`src/rtl/lc3_pkg.sv`:
```
// Shared LC-3 datapath types and constants used by the fetch unit and its watchdog.
package lc3_pkg;

    localparam int LC3_WORD_W = 16;
    localparam logic [LC3_WORD_W-1:0] LC3_IR_RESET = 16'h0000;

    typedef enum logic [1:0] {
        IDLE = 2'd0,
        REQ  = 2'd1,
        WAIT = 2'd2,
        DONE = 2'd3
    } fetch_state_t;

endpackage

```
`src/rtl/lc3_fetch_timer.sv`:
```
// Watchdog counter for an outstanding fetch; expired is asserted in the cycle whose
// stall would bring the count up to TIMEOUT_CYCLES.
module lc3_fetch_timer #(
    parameter int TIMEOUT_CYCLES = 15
) (
    input  logic clk,
    input  logic rst,
    input  logic clear,
    input  logic tick,
    output logic expired
);

    localparam int CW = $clog2(TIMEOUT_CYCLES + 1);

    logic [CW-1:0] r_count;

    always_ff @(posedge clk) begin
        if (rst) begin
            r_count <= '0;
        end else if (clear) begin
            r_count <= '0;
        end else if (tick) begin
            r_count <= r_count + CW'(1);
        end
    end

    // Look one increment ahead so the abort lands on the edge where the count hits the limit.
    assign expired = tick && !clear && (r_count == CW'(TIMEOUT_CYCLES - 1));

endmodule

```
`src/rtl/lc3_fetch_unit.sv`:
```
// LC-3 instruction-fetch sequencer: PC -> MAR, memory read, capture into IR.
// Define LC3_FETCH_TIMEOUT_EN to build in the REQ/WAIT watchdog and fetch_err reporting.
module lc3_fetch_unit
    import lc3_pkg::*;
#(
    parameter int TIMEOUT_CYCLES = 15
) (
    input  logic                  clk,
    input  logic                  rst,
    input  logic                  start,
    input  logic                  flush,
    input  logic [LC3_WORD_W-1:0] pc,
    input  logic [LC3_WORD_W-1:0] mem_rdata,
    input  logic                  mem_ready,
    output logic [LC3_WORD_W-1:0] mar,
    output logic                  mem_en,
    output logic                  pc_inc,
    output logic [LC3_WORD_W-1:0] ir,
    output logic                  busy,
    output logic                  fetch_done,
    output logic                  fetch_err
);

    if (TIMEOUT_CYCLES < 1 || TIMEOUT_CYCLES > 255) begin : g_bad_timeout
        $error("lc3_fetch_unit: TIMEOUT_CYCLES must be in 1..255");
    end

    fetch_state_t          r_state;
    logic [LC3_WORD_W-1:0] r_mar;
    logic [LC3_WORD_W-1:0] r_ir;
    logic                  w_in_fetch;
    logic                  w_enter_req;
    logic                  w_expired;

    assign w_in_fetch  = (r_state == REQ) || (r_state == WAIT);
    assign w_enter_req = !flush && start && ((r_state == IDLE) || (r_state == DONE));

`ifdef LC3_FETCH_TIMEOUT_EN
    logic r_fetch_err;

    lc3_fetch_timer #(
        .TIMEOUT_CYCLES(TIMEOUT_CYCLES)
    ) u_timer (
        .clk    (clk),
        .rst    (rst),
        .clear  (w_enter_req),
        .tick   (w_in_fetch && !mem_ready),
        .expired(w_expired)
    );

    assign fetch_err = r_fetch_err;
`else
    assign w_expired = 1'b0;
    assign fetch_err = 1'b0;
`endif

    always_ff @(posedge clk) begin
        if (rst) begin
            r_state <= IDLE;
            r_mar   <= '0;
            r_ir    <= LC3_IR_RESET;
`ifdef LC3_FETCH_TIMEOUT_EN
            r_fetch_err <= 1'b0;
`endif
        end else begin
`ifdef LC3_FETCH_TIMEOUT_EN
            r_fetch_err <= 1'b0;
`endif
            // Flush beats everything, including a read that completes this very cycle.
            if (flush) begin
                r_state <= IDLE;
            end else begin
                case (r_state)
                    IDLE, DONE: begin
                        if (start) begin
                            r_state <= REQ;
                            r_mar   <= pc;
                        end else begin
                            r_state <= IDLE;
                        end
                    end
                    REQ, WAIT: begin
                        if (mem_ready) begin
                            r_ir    <= mem_rdata;
                            r_state <= DONE;
                        end else if (w_expired) begin
                            r_state <= IDLE;
`ifdef LC3_FETCH_TIMEOUT_EN
                            r_fetch_err <= 1'b1;
`endif
                        end else begin
                            r_state <= WAIT;
                        end
                    end
                    default: r_state <= IDLE;
                endcase
            end
        end
    end

    // Remaining outputs decode from state only, keeping inputs off every output path.
    assign mar        = r_mar;
    assign ir         = r_ir;
    assign mem_en     = w_in_fetch;
    assign pc_inc     = (r_state == REQ);
    assign busy       = (r_state != IDLE);
    assign fetch_done = (r_state == DONE);

endmodule
```
`config.mk`:
```
export PLATFORM = sky130hd
export DESIGN_NAME = lc3_fetch_unit
export DESIGN_NICKNAME = d
export VERILOG_FILES = /design/src/rtl/lc3_pkg.sv /design/src/rtl/lc3_fetch_timer.sv /design/src/rtl/lc3_fetch_unit.sv
export SDC_FILE = /design/constraint.sdc
export NUM_CORES = 1
export LEC_CHECK = 0
export BUFFER_PORTS_ARGS = -buffer_cell sky130_fd_sc_hd__buf_2
export CORE_MARGIN = 8
export CORE_UTILIZATION = 46
export CTS_CLUSTER_SIZE = 14
export DETAILED_ROUTE_END_ITERATION = 12
export PLACE_DENSITY = 0.79
export SYNTH_ARGS = -nofsm -noshare
export SYNTH_HDL_FRONTEND = slang
export SYNTH_SLANG_ARGS = --single-unit
```
`constraint.sdc`:
```
create_clock -name clk -period 1.75 [get_ports clk]
set_input_delay 0.0875 -clock clk [delete_from_list [all_inputs] [get_ports clk]]
set_output_delay 0.0875 -clock clk [all_outputs]
set_load 0.05 [all_outputs]
```
Yosys cells after proc, flatten, opt, wreduce, memory -nomap -nowiden:

Cells that the tools add are included.

* RAM bits: 0
* bits in read-only memories: 0
* register bits after elaboration: 34
* memories kept: 0
* output and inout bits: 37
* bits in latches: 0
* input port bits: 37
* word-level logic and storage cells: 18

* equal/unequal tests: 3
* add/sub/neg operators: 0
* shifts and indexed selects: 0
* multiply operators: 0
* muxes and demuxes: 3
* bitwise logic cells: 1
* reductions and logical operators: 8
* $lt $le $gt $ge: 0
* divide/modulo/power cells: 0

Operators by type and width (count)
* $reduce_and A3 Y1: 2
* $reduce_or A2 Y1: 3
* $eq A2 B2 Y1 const B: 2
* $pmux W2 S2: 1
* $eq A2 B1 Y1 const B: 1
* $logic_not A2 Y1: 1
* $mux W1: 2
* $reduce_bool A2 Y1: 1
* $logic_or A1 B1 Y1: 1
* $not A1 Y1: 1

Depth between registers and ports, before layout:

* depth in word-level cells: 3
* mapped depth: 6
* depth with buffers taken out: 4

Worst setup path after synthesis:

No wires, ideal clock.

* path type: register -> register
* start point: register r_state[0]
* end point: register r_ir[10] (netlist: ir[10])
* data required time: 1.678 ns
* setup time: 0.072 ns
* slack: 0.012 ns
* stages on the path, launching flop included: 7
* clock period less this slack: 1.738 ns
* data arrival time: 1.667 ns
* buffers on the path: 2
* cell sequence: dfxtp_1 inv_1 ha_1 and3b_1 buf_6 buf_12 mux2i_1

* word-level cells in the longest chain between the ends: 3
* elaborated cells on any way between the ends: 4
* those cells by class: eq/ne: 2; reduce/logical: 2

RTL lines
* start, declared: RTL line lc3_fetch_unit.sv:28 `fetch_state_t r_state;`
* start signal, assigned: RTL line lc3_fetch_unit.sv:59 `r_state <= IDLE;`
* start signal, assigned: RTL line lc3_fetch_unit.sv:71 `r_state <= IDLE;`
* start signal, assigned: RTL line lc3_fetch_unit.sv:76 `r_state <= REQ;`
* $eq A2 B1 Y1 / $eq A2 B2 Y1 (equally long branches): RTL line lc3_fetch_unit.sv:73 `case (r_state)`
* $reduce_or A2 Y1 (*): RTL line lc3_fetch_unit.sv:73
* $reduce_and A3 Y1 (no source line) (*)
* end signal, assigned: RTL line lc3_fetch_unit.sv:84 `r_ir <= mem_rdata;`
* end, declared: RTL line lc3_fetch_unit.sv:30 `logic [LC3_WORD_W-1:0] r_ir;`

Mark *: on every way between the ends. The rest lies on a longest branch, timed or not.
A chain may end at the register's enable or synchronous reset.

Final worst setup path:

* start point: register r_state[0]
* end point: output mem_en

* word-level cells in the longest chain between the ends: 2
* elaborated cells on any way between the ends: 3
* those cells by class: eq/ne: 2; reduce/logical: 1

RTL lines
* $eq A2 B1 Y1 / $eq A2 B2 Y1 (equally long branches): RTL line lc3_fetch_unit.sv:35 `assign w_in_fetch = (r_state == REQ) || (r_state == WAIT);`
* $logic_or A1 B1 Y1 (*): RTL line lc3_fetch_unit.sv:35
* end, declared: RTL line lc3_fetch_unit.sv:16 `output logic mem_en,`

Marks and branches as above.

==> results.cfg <==
[worst_setup_path]
critical_path.cell_chain = inv_1 -> ha_1 -> buf_2
criticalPathCategory = reg -> out
r2r_cells = 5
critPathCaptureType = output pin
crit_slowest_cell = dfxtp_1
cp_max_fo = 5
critical-path-max-stage-delay_ns = 0.37
cp-start-kind = flop
crit_required_ns = 1.66
critPathArrivalTime_ns = 1.40
cp_top_family = flip-flops
cp.buffers_inverters = 2
cp_num_cells = 3

[placed_design]
port_buffers = 72
gp_congestion = 0.729
place_area_mm2 = 0.00197
dp_hpwl_um = 2640

[clock_network]
cts_setup_buffers = 0
cts_tree = done
cts_sinks = 34
cts-htree-levels = 2
clkLatencyLatePin_ns = 0.33
cts_buffer_depth = 2
cts_resized = 0
cts_buffers = 5
hold_buffers = 21
path_clk_slew_ns = 0.10
cts_root_buf = clkbuf_4

[timing]
finalHoldViolations = 0
layout_min_cycle_time_ns = 1.49
fin_crit_sh_pct = 85.2
slew_viol_final = 0
tns_ns = 0
fin_skew_ns = 0.00360
timing.fmax_ghz = 0.671
rsz0062_at_grt = no
setup_viol = 0
timing.hold.ws_ns = 0.00836

[logic_synthesis]
synth_ff_type = dfxtp_1
synth_top_cell_area_share_pct = 43.0
syn_area_per_cell_um2 = 10.3
syn-cell-area_mm2 = 0.00158
synth_commonest_cells = 64 x nand2b_1, 34 x dfxtp_1, 33 x mux2i_1
synth.net_count = 194
yosysMostFrequentCell = nand2b_1
synth_area_leaders = dfxtp_1 43%, nand2b_1 25%, mux2i_1 21%
async_flop_share_pct = 0
ys_seq_area_share_pct = 43.0
synthDistinctLibCells = 15
synth_edf_count = 0
yosysWarnings = 0
synth_cells = 154
synth_top_area_cell = dfxtp_1
synth-seq-cells = 34

[route]
routedWlPerCell_um = 13.0
firstDrtPassIters = 4
final_antenna_net_count = 0
first_iter_violations = 64
postRouteWirelength_um = 3830
num_vias = 1289
drc = 0
viasPerCell = 4.38

[final_layout]
nets = 287
syn2layout_area_growth_pct = 43.5
antennaDiodeCount = 0
drive_above_1_share_pct = 34.3
final_area_mm2 = 0.00227

[outcome]
outcome = completed

[floorplan]
io_pins = 74
die_width_um = 74.6
die_area_mm2 = 0.00557
start_util_pct = 47.8
core_region_area_mm2 = 0.00331
row_count = 21
die_h_um = 74.6

[pwr]
ir_worst_vdd_v = 0.000500
p_per_area_mw_per_mm2 = 748
p_leak_nw = 1.04

[min_path]
whs_path_depth = 3
hold_path_class = in -> reg

[global_routing]
grt_pass1_vias = 1332
grt_max_degree = 36
grt_pass1_wl_um = 6130
grt_usage_pct = 14.3
antenna_found_initial = 0
gr-total-overflow = 0

[run]
maxCapViolations = 0
==> layout by cell type (no fill, tap or decap) <==
cell type      instances
and3b_1                1
buf_12                 2
buf_2                 72
buf_4                  2
clkbuf_4               5
clkbuf_8               3
conb_1                 1
dfxtp_1               34
dlygate4sd3_1         22
ha_1                   3
inv_1                  3
mux2i_1               33
nand2b_1              64
nor3_1                 1
nor3b_1                1
nor3b_2                1
==> metal layers <==
layer	part of all wire, %	global-route usage [%]
met4	0.55	4.57
met5	0	0
met3	8.2	6.79
met2	47	23.3
met1	44	15.9
==> kinds of logic (layout without fill, tap and decap cells) <==
group | Yosys count | count (layout) | share of synthesized area [%]
muxes | 33 | 33 | 20.9
and+or+nand+nor | 68 | 68 | 27.1
DFF | 34 | 34 | 43.0
other | 1 | 1 | 0.237
adders and majority gates | 3 | 3 | 2.37
buffers and inverters | 15 | 109 | 6.33
==> final cells by class <==
class / count / area, um2
clock buffers: 8 / 78.8
fillers: 273 / 1040
inverters: 3 / 11.3
multi-input cells: 105 / 806
flip-flops and latches: 34 / 681
well taps: 46 / 57.6
repair buffers: 98 / 636
==> state kept, by name, indices dropped and copies added, names as in the netlist <==
name	cells
ir	16
r_state	2
mar	16
==> through the flow <==
stage               total power [mW]  instances  util, %  setup WS (ns)
global route                    1.79        294     68.6         0.0686
CTS                             1.71        293     68.3          0.228
finish                          1.70        294     68.6          0.259
detailed placement              1.15        264     59.5          0.269
floorplan                       1.06        154        -         0.0118
global placement                1.14        264     59.5          0.336
==> path summary, 6_finish.rpt <==
kind,end,slack [ns],startpoint
setup / recovery,mem_en,0.26,r_state[0]
hold / removal,mar[1],0.008,pc[1]
setup reg to reg,mar[7],0.26,r_state[0]
hold reg to reg,ir[15],0.47,ir[15]
==> tightest hold or removal path, cell delays in order <==
cell,delay (ns)
buf_2,0.10
nand2b_1,0.06
mux2i_1,0.06
==> power breakdown <==
part	switching, mW	total [mW]	internal (mW)
sequential	0.0151	0.817	0.802
combinational	0.201	0.350	0.149
clock	0.257	0.532	0.275
total	0.473	1.70	1.23
Power figures use the tool's default switching activity.
